--- config.mk ---
export PLATFORM = sky130hd
export DESIGN_NAME = control_sequencer
export DESIGN_NICKNAME = d
export VERILOG_FILES = /design/src/rtl/control_sequencer.sv
export SDC_FILE = /design/constraint.sdc
export NUM_CORES = 1
export LEC_CHECK = 0
export ABC_AREA = 0
export CAP_MARGIN = 20
export CORE_MARGIN = 2
export CORE_UTILIZATION = 44
export CTS_CLUSTER_SIZE = 25
export DETAILED_ROUTE_END_ITERATION = 6
export PLACE_DENSITY = 0.83
export SLEW_MARGIN = 20
export SYNTH_ARGS = -nofsm -noshare
export SYNTH_HDL_FRONTEND = slang
export SYNTH_SLANG_ARGS = --single-unit
--- constraint.sdc ---
create_clock -name clk -period 3.5 [get_ports clk]
set_input_delay 0.7 -clock clk [delete_from_list [all_inputs] [get_ports clk]]
set_output_delay 0.7 -clock clk [all_outputs]
set_load 0.03 [all_outputs]
--- src/rtl/control_sequencer.sv ---
// ----------------------------------------------------------------------------
// control_sequencer
//   Hard-wired Moore control unit for the CPU datapath. It steps through
//   fetch (T0..T2) and the execute states (T3..T7). The execute path depends
//   on the opcode held in IR. Every control strobe is decoded from the
//   current state and the opcode, so clr and stop only influence the next
//   state.
//
// Ports
//   clk        rising-edge system clock
//   clr        synchronous active-low reset
//   opcode     IR[31:27], valid from T3 onward
//   stop       level request to halt at the next instruction boundary
//   PCout .. RAMrd   datapath / memory / port control strobes
//   alu_op     ALU operation, non-zero only while ZIn is high
//   run        high while sequencing, low in HALT
//   state      current state code (debug)
// ----------------------------------------------------------------------------
module control_sequencer (
    input  logic       clk,
    input  logic       clr,
    input  logic [4:0] opcode,
    input  logic       stop,
    output logic       PCout,
    output logic       MARin,
    output logic       IncPC,
    output logic       Read,
    output logic       MDRin,
    output logic       MDRout,
    output logic       IRin,
    output logic       Yin,
    output logic       ZIn,
    output logic       Zlowout,
    output logic       Zhighout,
    output logic       Cout,
    output logic       Baout,
    output logic       Gra,
    output logic       Grb,
    output logic       Grc,
    output logic       Rin,
    output logic       Rout,
    output logic       HIout,
    output logic       LOout,
    output logic       InPortout,
    output logic       OutPortin,
    output logic       RAMin,
    output logic       RAMrd,
    output logic [4:0] alu_op,
    output logic       run,
    output logic [3:0] state
);

    typedef enum logic [3:0] {
        S_RESET = 4'b0000,
        S_T0    = 4'b0111,
        S_T1    = 4'b1000,
        S_T2    = 4'b1001,
        S_T3    = 4'b1010,
        S_T4    = 4'b1011,
        S_T5    = 4'b1100,
        S_T6    = 4'b1101,
        S_T7    = 4'b1110,
        S_HALT  = 4'b1111
    } state_t;

    typedef enum logic [3:0] {
        K_NOP,
        K_ALU,
        K_ADDI,
        K_LD,
        K_ST,
        K_OUT,
        K_IN,
        K_MFHI,
        K_MFLO,
        K_HALT
    } kind_t;

    localparam logic [4:0] ALU_ADD = 5'b00011;

    state_t state_q;
    state_t state_d;
    kind_t  kind;

    // Instruction class; anything not recognised behaves as nop.
    always_comb begin
        kind = K_NOP;
        case (opcode)
            5'b00000: kind = K_LD;
            5'b00010: kind = K_ST;
            5'b00011,
            5'b00100,
            5'b00101,
            5'b00110: kind = K_ALU;
            5'b01100: kind = K_ADDI;
            5'b10110: kind = K_OUT;
            5'b10111: kind = K_IN;
            5'b11000: kind = K_MFHI;
            5'b11001: kind = K_MFLO;
            5'b11011: kind = K_HALT;
            default:  kind = K_NOP;
        endcase
    end

    // Next state. stop is looked at only in the final execute state of the
    // instruction in flight.
    always_comb begin
        state_d = state_q;
        case (state_q)
            S_RESET: state_d = S_T0;
            S_T0:    state_d = S_T1;
            S_T1:    state_d = S_T2;
            S_T2:    state_d = S_T3;
            S_T3: begin
                case (kind)
                    K_ALU, K_ADDI, K_LD, K_ST: state_d = S_T4;
                    K_HALT:                    state_d = S_HALT;
                    default:                   state_d = stop ? S_HALT : S_T0;
                endcase
            end
            S_T4:    state_d = S_T5;
            S_T5: begin
                if (kind == K_LD || kind == K_ST) begin
                    state_d = S_T6;
                end else begin
                    state_d = stop ? S_HALT : S_T0;
                end
            end
            S_T6:    state_d = S_T7;
            S_T7:    state_d = stop ? S_HALT : S_T0;
            S_HALT:  state_d = S_HALT;
            default: state_d = S_RESET;
        endcase
    end

    always_ff @(posedge clk) begin
        if (!clr) begin
            state_q <= S_RESET;
        end else begin
            state_q <= state_d;
        end
    end

    // Control decode from state register and opcode.
    always_comb begin
        PCout     = 1'b0;
        MARin     = 1'b0;
        IncPC     = 1'b0;
        Read      = 1'b0;
        MDRin     = 1'b0;
        MDRout    = 1'b0;
        IRin      = 1'b0;
        Yin       = 1'b0;
        ZIn       = 1'b0;
        Zlowout   = 1'b0;
        Zhighout  = 1'b0;
        Cout      = 1'b0;
        Baout     = 1'b0;
        Gra       = 1'b0;
        Grb       = 1'b0;
        Grc       = 1'b0;
        Rin       = 1'b0;
        Rout      = 1'b0;
        HIout     = 1'b0;
        LOout     = 1'b0;
        InPortout = 1'b0;
        OutPortin = 1'b0;
        RAMin     = 1'b0;
        RAMrd     = 1'b0;
        alu_op    = '0;
        run       = (state_q != S_HALT);

        case (state_q)
            S_T0: begin
                PCout = 1'b1;
                MARin = 1'b1;
                IncPC = 1'b1;
                RAMrd = 1'b1;
            end
            S_T1: begin
                Read  = 1'b1;
                MDRin = 1'b1;
                RAMrd = 1'b1;
            end
            S_T2: begin
                MDRout = 1'b1;
                IRin   = 1'b1;
            end
            S_T3: begin
                case (kind)
                    K_ALU, K_ADDI: begin
                        Grb  = 1'b1;
                        Rout = 1'b1;
                        Yin  = 1'b1;
                    end
                    K_LD, K_ST: begin
                        Grb   = 1'b1;
                        Baout = 1'b1;
                        Yin   = 1'b1;
                    end
                    K_OUT: begin
                        Gra       = 1'b1;
                        Rout      = 1'b1;
                        OutPortin = 1'b1;
                    end
                    K_IN: begin
                        InPortout = 1'b1;
                        Gra       = 1'b1;
                        Rin       = 1'b1;
                    end
                    K_MFHI: begin
                        HIout = 1'b1;
                        Gra   = 1'b1;
                        Rin   = 1'b1;
                    end
                    K_MFLO: begin
                        LOout = 1'b1;
                        Gra   = 1'b1;
                        Rin   = 1'b1;
                    end
                    default: ;
                endcase
            end
            S_T4: begin
                case (kind)
                    K_ALU: begin
                        Grc    = 1'b1;
                        Rout   = 1'b1;
                        ZIn    = 1'b1;
                        alu_op = opcode;
                    end
                    K_ADDI, K_LD, K_ST: begin
                        Cout   = 1'b1;
                        ZIn    = 1'b1;
                        alu_op = ALU_ADD;
                    end
                    default: ;
                endcase
            end
            S_T5: begin
                case (kind)
                    K_ALU, K_ADDI: begin
                        Zlowout = 1'b1;
                        Gra     = 1'b1;
                        Rin     = 1'b1;
                    end
                    K_LD, K_ST: begin
                        Zlowout = 1'b1;
                        MARin   = 1'b1;
                    end
                    default: ;
                endcase
            end
            S_T6: begin
                case (kind)
                    K_LD: begin
                        Read  = 1'b1;
                        MDRin = 1'b1;
                        RAMrd = 1'b1;
                    end
                    K_ST: begin
                        Gra   = 1'b1;
                        Rout  = 1'b1;
                        MDRin = 1'b1;
                    end
                    default: ;
                endcase
            end
            S_T7: begin
                case (kind)
                    K_LD: begin
                        MDRout = 1'b1;
                        Gra    = 1'b1;
                        Rin    = 1'b1;
                    end
                    K_ST: begin
                        RAMin = 1'b1;
                    end
                    default: ;
                endcase
            end
            default: ;
        endcase
    end

    assign state = state_q;

endmodule

==> flow_summary.html, run 1 <==
<table>
<tr><th>Metric</th><th>Value</th></tr>
<tr><th colspan="2">Setup path</th></tr>
<tr><td>Reg-to-Reg End</td><td>state[3]</td></tr>
<tr><td>Startpoint kind of the worst setup timing path</td><td>input pin</td></tr>
<tr><td>Beginning of the worst register-to-register path</td><td>state[3]</td></tr>
<tr><td>Reg-to-reg slack, setup</td><td>1.83 ns</td></tr>
<tr><td>Critical Path Most Common Cell</td><td>sky130_fd_sc_hd__mux2_4</td></tr>
<tr><td>Reg2reg path depth</td><td>5</td></tr>
<tr><td>Crit Path Max Fanout</td><td>3</td></tr>
<tr><td>CP top delay family</td><td>multiplexers</td></tr>
<tr><td>Path type of the worst setup path</td><td>input pin to primary output</td></tr>
<tr><td>Endpoint arrival time on the critical path</td><td>2.65 ns</td></tr>
<tr><td>Worst path slowest cell</td><td>sky130_fd_sc_hd__or3_4</td></tr>
<tr><td>Endpoint required time on the critical path</td><td>2.80 ns</td></tr>
<tr><td>Critical-path cell list</td><td>clkbuf_2 -&gt; inv_2 -&gt; ha_4 -&gt; mux2_4 -&gt; or3_4 -&gt; a211oi_2 -&gt; nand2_1 -&gt; mux2_4 -&gt; o32ai_2 -&gt; buf_4</td></tr>
<tr><td>Element type at the critical path end</td><td>primary output</td></tr>
<tr><td>Buffering stage count on the worst path with inverters included</td><td>3</td></tr>
<tr><td>Largest incremental delay on the critical path</td><td>0.39 ns</td></tr>
<tr><th colspan="2">STA</th></tr>
<tr><td>Max frequency</td><td>299 MHz</td></tr>
<tr><td>Final number of max-transition violations</td><td>0</td></tr>
<tr><td>Final number of setup-violating endpoints</td><td>0</td></tr>
<tr><td>Headroom to the max-slew limit</td><td>62.4%</td></tr>
<tr><td>Transition time at the pin with the least slew margin</td><td>0.564 ns</td></tr>
<tr><td>Final critical path time including I/O delays and setup</td><td>3.35 ns</td></tr>
<tr><td>Setup TNS after final layout</td><td>0 ns</td></tr>
<tr><td>Tcrit/Tclk final</td><td>95.6%</td></tr>
<tr><td>RSZ-0062 raised after global routing</td><td>no</td></tr>
<tr><td>Setup Skew</td><td>0.00568 ns</td></tr>
<tr><td>Number of failing hold endpoints at the final stage</td><td>0</td></tr>
<tr><td>Hold WS</td><td>0.710 ns</td></tr>
<tr><td>Smallest setup slack after layout</td><td>0.154 ns</td></tr>
<tr><th colspan="2">Die</th></tr>
<tr><td>Placement Rows</td><td>17</td></tr>
<tr><td>Die height</td><td>53.3 µm</td></tr>
<tr><td>Area of the core</td><td>2250 µm²</td></tr>
<tr><td>Die Outline Area</td><td>2840 µm²</td></tr>
<tr><td># IOs</td><td>42</td></tr>
<tr><td>Horizontal die dimension</td><td>53.3 µm</td></tr>
<tr><td>Initial Utilization</td><td>47.3%</td></tr>
<tr><th colspan="2">Global routing</th></tr>
<tr><td>Wire length of the first global-routing pass</td><td>5.28 mm</td></tr>
<tr><td>Overflow left after global routing</td><td>0</td></tr>
<tr><td>Pin count of the biggest net entering global routing</td><td>20</td></tr>
<tr><td>Global Route Usage Sum</td><td>24.4%</td></tr>
<tr><td>Number of global-route vias before repair</td><td>1149</td></tr>
<tr><td>Antenna violations before repair</td><td>0</td></tr>
<tr><th colspan="2">Logic synthesis</th></tr>
<tr><td>Synth Register Bits</td><td>4</td></tr>
<tr><td>Area share of and/or/nand/nor cells after synthesis</td><td>42.2%</td></tr>
<tr><td>Area fraction in compound gates after synthesis</td><td>27.1%</td></tr>
<tr><td>Total of warnings raised by yosys</td><td>0</td></tr>
<tr><td>Xor-xnor portion of the synthesized cell area</td><td>4.10%</td></tr>
<tr><td>Most used flip-flop cell after synthesis</td><td>sky130_fd_sc_hd__dfxtp_1</td></tr>
<tr><td>Multiplexer area fraction after synthesis</td><td>2.11%</td></tr>
<tr><td>Number of enable-type register cells in the synthesized netlist</td><td>0</td></tr>
<tr><td>Combinational family with the most area after synthesis</td><td>simple AND/OR/NAND/NOR gates</td></tr>
<tr><td>Share of async-settable or async-resettable flops after synthesis</td><td>0%</td></tr>
<tr><td>Yosys cell types</td><td>55</td></tr>
<tr><td>Cell count after synthesis</td><td>139</td></tr>
<tr><td>Fraction of the mapped netlist area in adder cells</td><td>4.69%</td></tr>
<tr><td>Sequential element share of the synthesized area</td><td>7.50%</td></tr>
<tr><td>Synthesized area per cell</td><td>7.68 µm²</td></tr>
<tr><td>Area of the mapped netlist</td><td>1070 µm²</td></tr>
<tr><td>Syn_nets</td><td>151</td></tr>
<tr><th colspan="2">Layout</th></tr>
<tr><td># nets final</td><td>214</td></tr>
<tr><td>Highest-count cells in the layout ignoring fill and taps</td><td>sky130_fd_sc_hd__buf_4, sky130_fd_sc_hd__nor2_1, sky130_fd_sc_hd__nand2_1</td></tr>
<tr><td>Count of inserted antenna diode cells</td><td>0</td></tr>
<tr><td>Filler Cell Count</td><td>187</td></tr>
<tr><td>Final std cell area, no fill</td><td>1660 µm²</td></tr>
<tr><td>Fraction of final layout cells sized beyond drive strength 1</td><td>45.0%</td></tr>
<tr><td>Area overhead of the layout relative to synthesis</td><td>55.2%</td></tr>
<tr><td>Most common library cell in the layout ignoring fill and taps</td><td>sky130_fd_sc_hd__buf_4</td></tr>
<tr><td>Max FFs per register</td><td>4</td></tr>
<tr><th colspan="2">Placement</th></tr>
<tr><td>PortBufs</td><td>40</td></tr>
<tr><td>Pre-CTS worst setup slack</td><td>-0.291 ns</td></tr>
<tr><td>Dpl hpwl</td><td>2.49 mm</td></tr>
<tr><td>Placed cell area</td><td>1550 µm²</td></tr>
<tr><td>Routability congestion estimate from global placement</td><td>0.864</td></tr>
<tr><th colspan="2">Power</th></tr>
<tr><td>P_sw</td><td>0.210 mW</td></tr>
<tr><td>Power density cells</td><td>261 nW/µm²</td></tr>
<tr><td>Static power due to leakage</td><td>0.740 nW</td></tr>
<tr><td>Relative contribution of sequential cells to total power</td><td>17.4%</td></tr>
<tr><td>Proportion of power drawn by the clock network</td><td>14.0%</td></tr>
<tr><td>Sw frac</td><td>48.6%</td></tr>
<tr><td>Overall power after layout</td><td>0.432 mW</td></tr>
<tr><td>Gate power share</td><td>68.6%</td></tr>
<tr><td>Internal power consumption</td><td>0.222 mW</td></tr>
<tr><td>Max IR drop VDD</td><td>0.335 mV</td></tr>
<tr><th colspan="2">Routing</th></tr>
<tr><td>Routed WL</td><td>3.54 mm</td></tr>
<tr><td>Drt via density</td><td>5.96</td></tr>
<tr><td>Router iterations before antenna repair</td><td>4</td></tr>
<tr><td>Vias after detailed routing</td><td>1360</td></tr>
<tr><td>Number of nets with antenna violations after routing</td><td>0</td></tr>
<tr><td>Routed wire length per instance</td><td>15.5 µm</td></tr>
<tr><td>Number of violations reported at the end of detailed-routing iteration 0</td><td>56</td></tr>
<tr><td>DRC errors left</td><td>0</td></tr>
<tr><th colspan="2">Worst hold path</th></tr>
<tr><td>Sink of the worst hold path</td><td>state[3]</td></tr>
<tr><td>Number of cells on the worst hold path</td><td>3</td></tr>
<tr><td>Worst min-delay path startpoint</td><td>state[0]</td></tr>
<tr><td>Worst hold path type</td><td>flip-flop to flip-flop</td></tr>
<tr><th colspan="2">Clock network</th></tr>
<tr><td>Total clock sinks</td><td>4</td></tr>
<tr><td>Total number of H-tree levels</td><td>1</td></tr>
<tr><td>Clock tree from TritonCTS</td><td>done</td></tr>
<tr><td>Count of hold buffers inserted by post-cts repair</td><td>0</td></tr>
<tr><td>Total CTS buffers</td><td>3</td></tr>
<tr><td>Clk pin slew, worst setup/hold paths</td><td>0.04 ns</td></tr>
<tr><td>Insertion delay of the later-clocked pin in the worst-skew pair</td><td>0.24 ns</td></tr>
<tr><td>Maximum clock insertion buffer count</td><td>2</td></tr>
<tr><td>Root buffer cell</td><td>sky130_fd_sc_hd__clkbuf_4</td></tr>
<tr><th colspan="2">Run</th></tr>
<tr><td>Max-capacitance violation count</td><td>0</td></tr>
<tr><th colspan="2">Run status</th></tr>
<tr><td>Outcome</td><td>completed</td></tr>
</table>
what timing repair did:
action / CTS / global route
setup endpoints to repair: 24 / 15
pin swaps: 2 / 3
buffers inserted: 1 / 2
gates resized for setup: 11 / 11
cell usage after synthesis, types with 2 or more instances:
cell type                   n  area share (%)
sky130_fd_sc_hd__a21oi_1   10             4.7
sky130_fd_sc_hd__and2_1     5             2.9
sky130_fd_sc_hd__and2b_2    2             1.6
sky130_fd_sc_hd__and4b_2    3             3.2
sky130_fd_sc_hd__buf_4      4             2.8
sky130_fd_sc_hd__buf_6      5             5.3
sky130_fd_sc_hd__dfxtp_1    4             7.5
sky130_fd_sc_hd__ha_1       4             4.7
sky130_fd_sc_hd__inv_1      5             1.8
sky130_fd_sc_hd__nand2_1   12             4.2
sky130_fd_sc_hd__nand2b_1   3             1.8
sky130_fd_sc_hd__nand3_1    5             2.3
sky130_fd_sc_hd__nand4_1    4             2.3
sky130_fd_sc_hd__nor2_1    15             5.3
sky130_fd_sc_hd__nor2b_1    3             1.8
sky130_fd_sc_hd__nor3_1     6             2.8
sky130_fd_sc_hd__nor4_1     4             2.3
sky130_fd_sc_hd__o21ai_0    7             3.3
sky130_fd_sc_hd__or4_1      2             1.4
per-stage QoR:
stage / util [%] / cells
2_1_floorplan: - / 139
3_3_place_gp: 68.9 / 222
3_5_place_dp: 68.9 / 222
4_1_cts: 71.8 / 226
5_1_grt: 73.5 / 228
6_report: 73.5 / 228
power groups by stage:
stage          Sequential, mW  Combinational (mW)  Clock (mW)
2_1_floorplan          0.0877               0.183           0
3_3_place_gp           0.0740               0.268           0
3_5_place_dp           0.0745               0.275           0
4_1_cts                0.0737               0.285      0.0605
5_1_grt                0.0774               0.319      0.0640
6_report               0.0752               0.296      0.0607
how the worst max path moves through the flow:
stage	startpoint	endpoint	slack (ns)	cells after the start
6_report	opcode[1]	RAMrd	0.15	10
5_1_grt	opcode[1]	RAMrd	0.06	10
2_1_floorplan	opcode[0]	RAMrd	0.07	8
3_3_place_gp	opcode[0]	RAMrd	-0.24	10
4_1_cts	opcode[0]	RAMrd	-0.02	10
3_5_place_dp	opcode[0]	RAMrd	-0.29	10
tightest hold or removal path: cells and delay by family (launching register included):
kind / cells / cell delay, ns
buffers and inverters: 1 / 0.10
DFF: 1 / 0.30
AOI/OAI and AO/OA: 2 / 0.26
cell type report:
cell class / instances / area (µm²) / share of cell area, %
timing repair buffer: 70 / 581 / 35.0
sequential: 4 / 80.1 / 4.83
inverter: 5 / 18.8 / 1.13
multi-input combinational: 118 / 920 / 55.5
clock buffer: 3 / 22.5 / 1.36
tap: 28 / 35.0 / 2.11
kinds of logic after synthesis:
kind of cell / Yosys count
AND/OR/NAND/NOR: 74
adder cells (fa/ha/maj): 4
AO/OA/AOI/OAI: 35
buffers and inverters: 17
flip-flops: 4
other: 1
XOR/XNOR: 2
multiplexers: 2
metal layers:
layer / vias up / routed length (µm) / global-route usage [%]
li1: 640 / - / -
met1: 650 / 1580 / 34.6
met2: 66 / 1670 / 39.3
met3: 4 / 250 / 4.52
met4: 0 / 38 / 2.56
met5: - / 0 / 0
Note: power is estimated with default switching activity, not from simulation.
==> run 2: changes to the inputs <==
Settings changed: CORE_UTILIZATION 44 to 45, CTS_BUF_LIST set to sky130_fd_sc_hd__clkbuf_4, PLACE_DENSITY 0.83 to 0.84.
==> run 2 against run 1 <==
Against the previous run:
- routed wire length increased by 2.8%
- maximum frequency decreased by 3.8%
- die area decreased by 2.1%
- cell count increased by 0.88%
- register-to-register slack got worse by 0.04 ns
- critical path depth decreased by 1
- sequential power about the same
- worst setup slack got worse by 0.13 ns
- non-clock buffer count increased by 2
- flip-flop and latch count unchanged
- global-route usage increased by 1.1 points
- combinational power increased by 3%
- critical endpoint unchanged
- largest cell class unchanged
==> flow_summary.html, run 2 (same netlist as run 1, synthesis figures left out) <==
<table>
<tr><th>Metric</th><th>Value</th></tr>
<tr><th colspan="2">STA</th></tr>
<tr><td>Final critical path time including I/O delays and setup</td><td>3.48 ns</td></tr>
<tr><td>Hold WS</td><td>0.716 ns</td></tr>
<tr><td>Setup Skew</td><td>0.000839 ns</td></tr>
<tr><td>Headroom to the max-slew limit</td><td>63.2%</td></tr>
<tr><td>Transition time at the pin with the least slew margin</td><td>0.552 ns</td></tr>
<tr><td>Final number of max-transition violations</td><td>0</td></tr>
<tr><td>Max frequency</td><td>287 MHz</td></tr>
<tr><td>Number of failing hold endpoints at the final stage</td><td>0</td></tr>
<tr><td>Tcrit/Tclk final</td><td>99.4%</td></tr>
<tr><td>Final number of setup-violating endpoints</td><td>0</td></tr>
<tr><th colspan="2">Die</th></tr>
<tr><td>Area of the core</td><td>2230 µm²</td></tr>
<tr><td>Placement Rows</td><td>17</td></tr>
<tr><td>Initial Utilization</td><td>47.8%</td></tr>
<tr><td>Die height</td><td>52.7 µm</td></tr>
<tr><td>Horizontal die dimension</td><td>52.7 µm</td></tr>
<tr><td># IOs</td><td>42</td></tr>
<tr><td>Die Outline Area</td><td>2780 µm²</td></tr>
<tr><th colspan="2">Setup path</th></tr>
<tr><td>Startpoint kind of the worst setup timing path</td><td>input pin</td></tr>
<tr><td>Endpoint arrival time on the critical path</td><td>2.78 ns</td></tr>
<tr><td>Crit Path Max Fanout</td><td>7</td></tr>
<tr><td>Path type of the worst setup path</td><td>input pin to primary output</td></tr>
<tr><td>Element type at the critical path end</td><td>primary output</td></tr>
<tr><td>Endpoint required time on the critical path</td><td>2.80 ns</td></tr>
<tr><td>Source of the critical timing path</td><td>opcode[2]</td></tr>
<tr><td>Beginning of the worst register-to-register path</td><td>state[3]</td></tr>
<tr><th colspan="2">Routing</th></tr>
<tr><td>DRC errors left</td><td>0</td></tr>
<tr><td>Number of nets with antenna violations after routing</td><td>0</td></tr>
<tr><td>Router iterations before antenna repair</td><td>4</td></tr>
<tr><td>Number of violations reported at the end of detailed-routing iteration 0</td><td>50</td></tr>
<tr><td>Vias after detailed routing</td><td>1377</td></tr>
<tr><td>Routed wire length per instance</td><td>15.8 µm</td></tr>
<tr><td>Routed WL</td><td>3.64 mm</td></tr>
<tr><td>Drt via density</td><td>5.99</td></tr>
<tr><th colspan="2">Clock network</th></tr>
<tr><td>Total number of H-tree levels</td><td>1</td></tr>
<tr><td>Total clock sinks</td><td>4</td></tr>
<tr><td>Clk pin slew, worst setup/hold paths</td><td>0.04 ns</td></tr>
<tr><td>Count of hold buffers inserted by post-cts repair</td><td>0</td></tr>
<tr><td>Total CTS buffers</td><td>3</td></tr>
<tr><td>Maximum clock insertion buffer count</td><td>2</td></tr>
<tr><td>Clock tree from TritonCTS</td><td>done</td></tr>
<tr><td>Root buffer cell</td><td>sky130_fd_sc_hd__clkbuf_4</td></tr>
<tr><td>Insertion delay of the later-clocked pin in the worst-skew pair</td><td>0.23 ns</td></tr>
<tr><th colspan="2">Layout</th></tr>
<tr><td>Area overhead of the layout relative to synthesis</td><td>58.5%</td></tr>
<tr><td>Filler Cell Count</td><td>162</td></tr>
<tr><td>Sequential Area</td><td>80.1 µm²</td></tr>
<tr><td>Final std cell area, no fill</td><td>1690 µm²</td></tr>
<tr><td>Max FFs per register</td><td>4</td></tr>
<tr><td>Fraction of final layout cells sized beyond drive strength 1</td><td>46.5%</td></tr>
<tr><td># nets final</td><td>216</td></tr>
<tr><td>Footprint of the multi-input gates</td><td>936 µm²</td></tr>
<tr><td>Highest-count cells in the layout ignoring fill and taps</td><td>sky130_fd_sc_hd__buf_4, sky130_fd_sc_hd__nor2_1, sky130_fd_sc_hd__nand2_1</td></tr>
<tr><td>Most common library cell in the layout ignoring fill and taps</td><td>sky130_fd_sc_hd__buf_4</td></tr>
<tr><td>Count of inserted antenna diode cells</td><td>0</td></tr>
<tr><th colspan="2">Global routing</th></tr>
<tr><td>Antenna violations before repair</td><td>0</td></tr>
<tr><td>Wire length of the first global-routing pass</td><td>5.46 mm</td></tr>
<tr><td>Number of global-route vias before repair</td><td>1181</td></tr>
<tr><td>Global Route Usage Sum</td><td>25.6%</td></tr>
<tr><td>Pin count of the biggest net entering global routing</td><td>20</td></tr>
<tr><td>Overflow left after global routing</td><td>0</td></tr>
<tr><th colspan="2">Placement</th></tr>
<tr><td>Dpl hpwl</td><td>2.57 mm</td></tr>
<tr><td>PortBufs</td><td>40</td></tr>
<tr><td>Routability congestion estimate from global placement</td><td>0.847</td></tr>
<tr><td>Placed cell area</td><td>1550 µm²</td></tr>
<tr><th colspan="2">Worst hold path</th></tr>
<tr><td>Worst hold path type</td><td>flip-flop to flip-flop</td></tr>
<tr><td>Worst min-delay path startpoint</td><td>state[0]</td></tr>
<tr><th colspan="2">Run</th></tr>
<tr><td>Max-capacitance violation count</td><td>0</td></tr>
<tr><th colspan="2">Run status</th></tr>
<tr><td>Outcome</td><td>completed</td></tr>
<tr><th colspan="2">Power</th></tr>
<tr><td>Static power due to leakage</td><td>0.747 nW</td></tr>
<tr><td>Power density cells</td><td>259 nW/µm²</td></tr>
<tr><td>Max IR drop VDD</td><td>0.230 mV</td></tr>
</table>
## run 2: cell count changes in the layout (fill, tap and decap cells not counted), sizes merged
cell	previous run	this run
buf	55	59
dlygate4sd2	1	0
clkbuf	5	3
clkdlybuf4s15	0	1
## run 2: path summary, 6_finish.rpt
check	endpoint	cells past startpoint	slack, ns
setup / recovery	RAMrd	9	0.02
hold / removal	state[3]	3	0.72
setup reg to reg	state[3]	5	1.79
hold reg to reg	state[3]	3	0.72
## run 2: critical path, cell delays in order
cell and delay (ns):
sky130_fd_sc_hd__clkdlybuf4s15_1 0.32, sky130_fd_sc_hd__buf_4 0.26, sky130_fd_sc_hd__nor2b_1 0.18, sky130_fd_sc_hd__a311o_4 0.44
sky130_fd_sc_hd__a211oi_4 0.20, sky130_fd_sc_hd__nand2_1 0.08, sky130_fd_sc_hd__mux2_4 0.29, sky130_fd_sc_hd__o32ai_2 0.11
sky130_fd_sc_hd__buf_4 0.19
## run 2: through the flow
step                power [mW]  utilization [%]  instances  setup TNS (ns)  worst slack, ns
global placement         0.342             69.2        221           -1.72           -0.243
detailed placement       0.352             69.2        221           -3.24           -0.331
global route             0.465             75.7        230         -0.0329          -0.0217
floorplan                0.271                -        139               0           0.0701
CTS                      0.420             72.5        226         -0.0442          -0.0185
finish                   0.437             75.7        230               0           0.0208
## run 2: metal layers
layer  track usage [%]  routed length (µm)  vias up
met5                 0                   0        -
met3              3.14                 218       11
met1              34.3                1530      647
met2              42.9                1800       80
met4              6.41                  87        0
li1                  -                   -      639
## run 2: layout make-up
| class | instances | area share, % |
|---|---|---|
| multi-input cells | 118 | 55.3 |
| flip-flops and latches | 4 | 4.73 |
| inverters | 5 | 1.11 |
| well taps | 28 | 2.07 |
| repair buffers | 72 | 35.4 |
| clock buffers | 3 | 1.33 |
## run 2: power breakdown
group	internal, mW	switching [mW]	total, mW
Sequential	0.0562	0.0191	0.0752
Combinational	0.131	0.175	0.305
Clock	0.0383	0.0186	0.0569
## run 2: repair_timing
action,4_1_cts,5_1_grt
setup buffers,2,2
setup endpoints to repair,25,16
cloned,0,2
pin swaps,3,6
gates resized for setup,15,15
==> run 3: changes to the inputs <==
Settings changed: CAP_MARGIN 20 to not set, SETUP_SLACK_MARGIN set to 0.4.
==> run 3 against run 2 <==
Against the previous run:
- count of clock-buffer cells in the layout stayed put
- non-clock buffer count is 2 higher
- die area is the same
- clock power up 0.9%
- sequential power grew 2%
- maximum frequency is 1.3% higher
- utilization grew 11 points
- clock skew rose by 0.0021 ns
- cell count increased by 0.87%
==> flow_summary.html, run 3 (same netlist as run 1, synthesis figures left out) <==
<table>
<tr><th>Metric</th><th>Value</th></tr>
<tr><th colspan="2">Run status</th></tr>
<tr><td>Outcome</td><td>completed</td></tr>
<tr><th colspan="2">STA</th></tr>
<tr><td>Final number of max-transition violations</td><td>0</td></tr>
<tr><td>Headroom to the max-slew limit</td><td>61.0%</td></tr>
<tr><td>Final number of setup-violating endpoints</td><td>0</td></tr>
<tr><td>Final critical path time including I/O delays and setup</td><td>3.43 ns</td></tr>
<tr><td>Setup TNS after final layout</td><td>0 ns</td></tr>
<tr><td>Max frequency</td><td>291 MHz</td></tr>
<tr><td>Number of failing hold endpoints at the final stage</td><td>0</td></tr>
<tr><td>RSZ-0062 raised after global routing</td><td>yes</td></tr>
<tr><td>Tcrit/Tclk final</td><td>98.1%</td></tr>
<tr><td>Transition time at the pin with the least slew margin</td><td>0.585 ns</td></tr>
<tr><td>Hold WS</td><td>0.664 ns</td></tr>
<tr><td>Setup Skew</td><td>0.00295 ns</td></tr>
<tr><td>Smallest setup slack after layout</td><td>0.0654 ns</td></tr>
<tr><th colspan="2">Layout</th></tr>
<tr><td>Final std cell area, no fill</td><td>1930 µm²</td></tr>
<tr><td>Footprint of the multi-input gates</td><td>1100 µm²</td></tr>
<tr><td>Highest-count cells in the layout ignoring fill and taps</td><td>sky130_fd_sc_hd__buf_4, sky130_fd_sc_hd__buf_6, sky130_fd_sc_hd__nor2_1</td></tr>
<tr><td>Fraction of final layout cells sized beyond drive strength 1</td><td>59.3%</td></tr>
<tr><td>Sequential Area</td><td>81.3 µm²</td></tr>
<tr><td># nets final</td><td>218</td></tr>
<tr><td>Most common library cell in the layout ignoring fill and taps</td><td>sky130_fd_sc_hd__buf_4</td></tr>
<tr><td>Count of inserted antenna diode cells</td><td>0</td></tr>
<tr><td>Filler Cell Count</td><td>115</td></tr>
<tr><td>Final core area utilization</td><td>86.4%</td></tr>
<tr><td>Post-Layout Cell Count</td><td>232</td></tr>
<tr><td>Max FFs per register</td><td>4</td></tr>
<tr><td>Area overhead of the layout relative to synthesis</td><td>80.8%</td></tr>
<tr><th colspan="2">Setup path</th></tr>
<tr><td>Source of the critical timing path</td><td>opcode[1]</td></tr>
<tr><td>Beginning of the worst register-to-register path</td><td>state[2]</td></tr>
<tr><td>Endpoint arrival time on the critical path</td><td>2.73 ns</td></tr>
<tr><td>Startpoint kind of the worst setup timing path</td><td>input pin</td></tr>
<tr><td>Endpoint required time on the critical path</td><td>2.80 ns</td></tr>
<tr><td>Element type at the critical path end</td><td>primary output</td></tr>
<tr><td>Timing endpoint of the critical path</td><td>alu_op[1]</td></tr>
<tr><td>Crit Path Max Fanout</td><td>4</td></tr>
<tr><td>Reg-to-reg slack, setup</td><td>1.63 ns</td></tr>
<tr><td>Reg-to-Reg End</td><td>state[3]</td></tr>
<tr><td>Path type of the worst setup path</td><td>input pin to primary output</td></tr>
<tr><td>Reg2reg path depth</td><td>6</td></tr>
<tr><th colspan="2">Worst hold path</th></tr>
<tr><td>Worst hold path type</td><td>flip-flop to flip-flop</td></tr>
<tr><td>Worst min-delay path startpoint</td><td>state[3]</td></tr>
<tr><th colspan="2">Routing</th></tr>
<tr><td>Number of violations reported at the end of detailed-routing iteration 0</td><td>51</td></tr>
<tr><td>Routed wire length per instance</td><td>20.6 µm</td></tr>
<tr><td>Met3 routed WL</td><td>218 µm</td></tr>
<tr><td>Number of nets with antenna violations after routing</td><td>0</td></tr>
<tr><td>DRC errors left</td><td>0</td></tr>
<tr><td>Routed WL</td><td>4.78 mm</td></tr>
<tr><td>Drt via density</td><td>6.36</td></tr>
<tr><td>Router iterations before antenna repair</td><td>4</td></tr>
<tr><td>Highest metal layer with signal wires</td><td>met4</td></tr>
<tr><td>Routed length on met1</td><td>1.85 mm</td></tr>
<tr><td>Met2 WL</td><td>2.53 mm</td></tr>
<tr><td>Vias after detailed routing</td><td>1476</td></tr>
<tr><th colspan="2">Die</th></tr>
<tr><td># IOs</td><td>42</td></tr>
<tr><td>Area of the core</td><td>2230 µm²</td></tr>
<tr><td>Initial Utilization</td><td>47.8%</td></tr>
<tr><td>Die Outline Area</td><td>2780 µm²</td></tr>
<tr><td>Placement Rows</td><td>17</td></tr>
<tr><td>Die height</td><td>52.7 µm</td></tr>
<tr><td>Horizontal die dimension</td><td>52.7 µm</td></tr>
<tr><th colspan="2">Clock network</th></tr>
<tr><td>Total CTS buffers</td><td>3</td></tr>
<tr><td>Total clock sinks</td><td>4</td></tr>
<tr><td>Total number of H-tree levels</td><td>1</td></tr>
<tr><td>Insertion delay of the later-clocked pin in the worst-skew pair</td><td>0.24 ns</td></tr>
<tr><td>Clk pin slew, worst setup/hold paths</td><td>0.04 ns</td></tr>
<tr><td>Root buffer cell</td><td>sky130_fd_sc_hd__clkbuf_4</td></tr>
<tr><td>Clock tree from TritonCTS</td><td>done</td></tr>
<tr><td>Maximum clock insertion buffer count</td><td>2</td></tr>
<tr><th colspan="2">Global routing</th></tr>
<tr><td>Number of global-route vias before repair</td><td>1402</td></tr>
<tr><td>Global Route Usage Sum</td><td>32.3%</td></tr>
<tr><td>Overflow left after global routing</td><td>0</td></tr>
<tr><td>Antenna violations before repair</td><td>0</td></tr>
<tr><td>Wire length of the first global-routing pass</td><td>6.69 mm</td></tr>
<tr><td>Pin count of the biggest net entering global routing</td><td>20</td></tr>
<tr><th colspan="2">Placement</th></tr>
<tr><td>Routability congestion estimate from global placement</td><td>0.863</td></tr>
<tr><td>PortBufs</td><td>40</td></tr>
<tr><td>Placed cell area</td><td>1660 µm²</td></tr>
<tr><td>Cell total after placement</td><td>224</td></tr>
<tr><td>Dpl hpwl</td><td>3.00 mm</td></tr>
<tr><td>Pre-CTS worst setup slack</td><td>-0.407 ns</td></tr>
<tr><th colspan="2">Power</th></tr>
<tr><td>Sw frac</td><td>51.6%</td></tr>
<tr><td>Relative contribution of sequential cells to total power</td><td>15.9%</td></tr>
<tr><td>Proportion of power drawn by the clock network</td><td>11.9%</td></tr>
<tr><td>Gate power share</td><td>72.3%</td></tr>
<tr><td>P_sw</td><td>0.250 mW</td></tr>
<tr><td>Static power due to leakage</td><td>0.816 nW</td></tr>
<tr><td>Max IR drop VDD</td><td>0.269 mV</td></tr>
<tr><td>Internal power consumption</td><td>0.234 mW</td></tr>
<tr><td>Power density cells</td><td>251 nW/µm²</td></tr>
<tr><td>Overall power after layout</td><td>0.484 mW</td></tr>
<tr><th colspan="2">Run</th></tr>
<tr><td>Max-capacitance violation count</td><td>0</td></tr>
</table>
run 3: how the worst min path moves through the flow:
stage                to  slack (ns)  cells after the start
6_report       state[2]        0.66                      2
3_5_place_dp   state[3]        0.68                      3
3_3_place_gp   state[3]        0.67                      3
4_1_cts        state[3]        0.69                      3
5_1_grt        state[2]        0.70                      2
2_1_floorplan  state[2]        0.76                      2
run 3: final cells by class:
type,count,share of cell area (%)
multi-input cells,118,57.0
clock buffers,3,1.17
flip-flops and latches,4,4.22
inverters,5,1.75
well taps,28,1.82
repair buffers,74,34.0
run 3: timing repair:
action                     CTS  global route
gates resized for setup     40            26
buffers inserted             1             4
hold buffers                 0             0
pin swaps                   11            11
gates cloned                 0             0
setup endpoints to repair   26            25
run 3: power groups by stage:
stage          Clock (mW)  Sequential (mW)  Combinational (mW)
2_1_floorplan           0           0.0877               0.205
3_3_place_gp            0           0.0747               0.290
3_5_place_dp            0           0.0746               0.303
4_1_cts            0.0607           0.0748               0.319
5_1_grt            0.0615           0.0786               0.369
6_report           0.0574           0.0768               0.350
run 3: routing by layer:
metal / GRT usage, % / vias to the layer above
li1: - / 646
met1: 35.8 / 728
met2: 60.4 / 82
met3: 3.71 / 20
met4: 14.1 / 0
met5: 0 / -
run 3: critical path: stages:
cell	delay, ns
sky130_fd_sc_hd__buf_6	0.09
sky130_fd_sc_hd__buf_6	0.13
sky130_fd_sc_hd__buf_4	0.16
sky130_fd_sc_hd__ha_1	0.20
sky130_fd_sc_hd__nor2b_2	0.18
sky130_fd_sc_hd__a31o_2	0.28
sky130_fd_sc_hd__nor2_4	0.20
sky130_fd_sc_hd__buf_4	0.20
sky130_fd_sc_hd__nor2_1	0.05
sky130_fd_sc_hd__o21ai_0	0.22
sky130_fd_sc_hd__a21oi_1	0.14
sky130_fd_sc_hd__buf_4	0.19
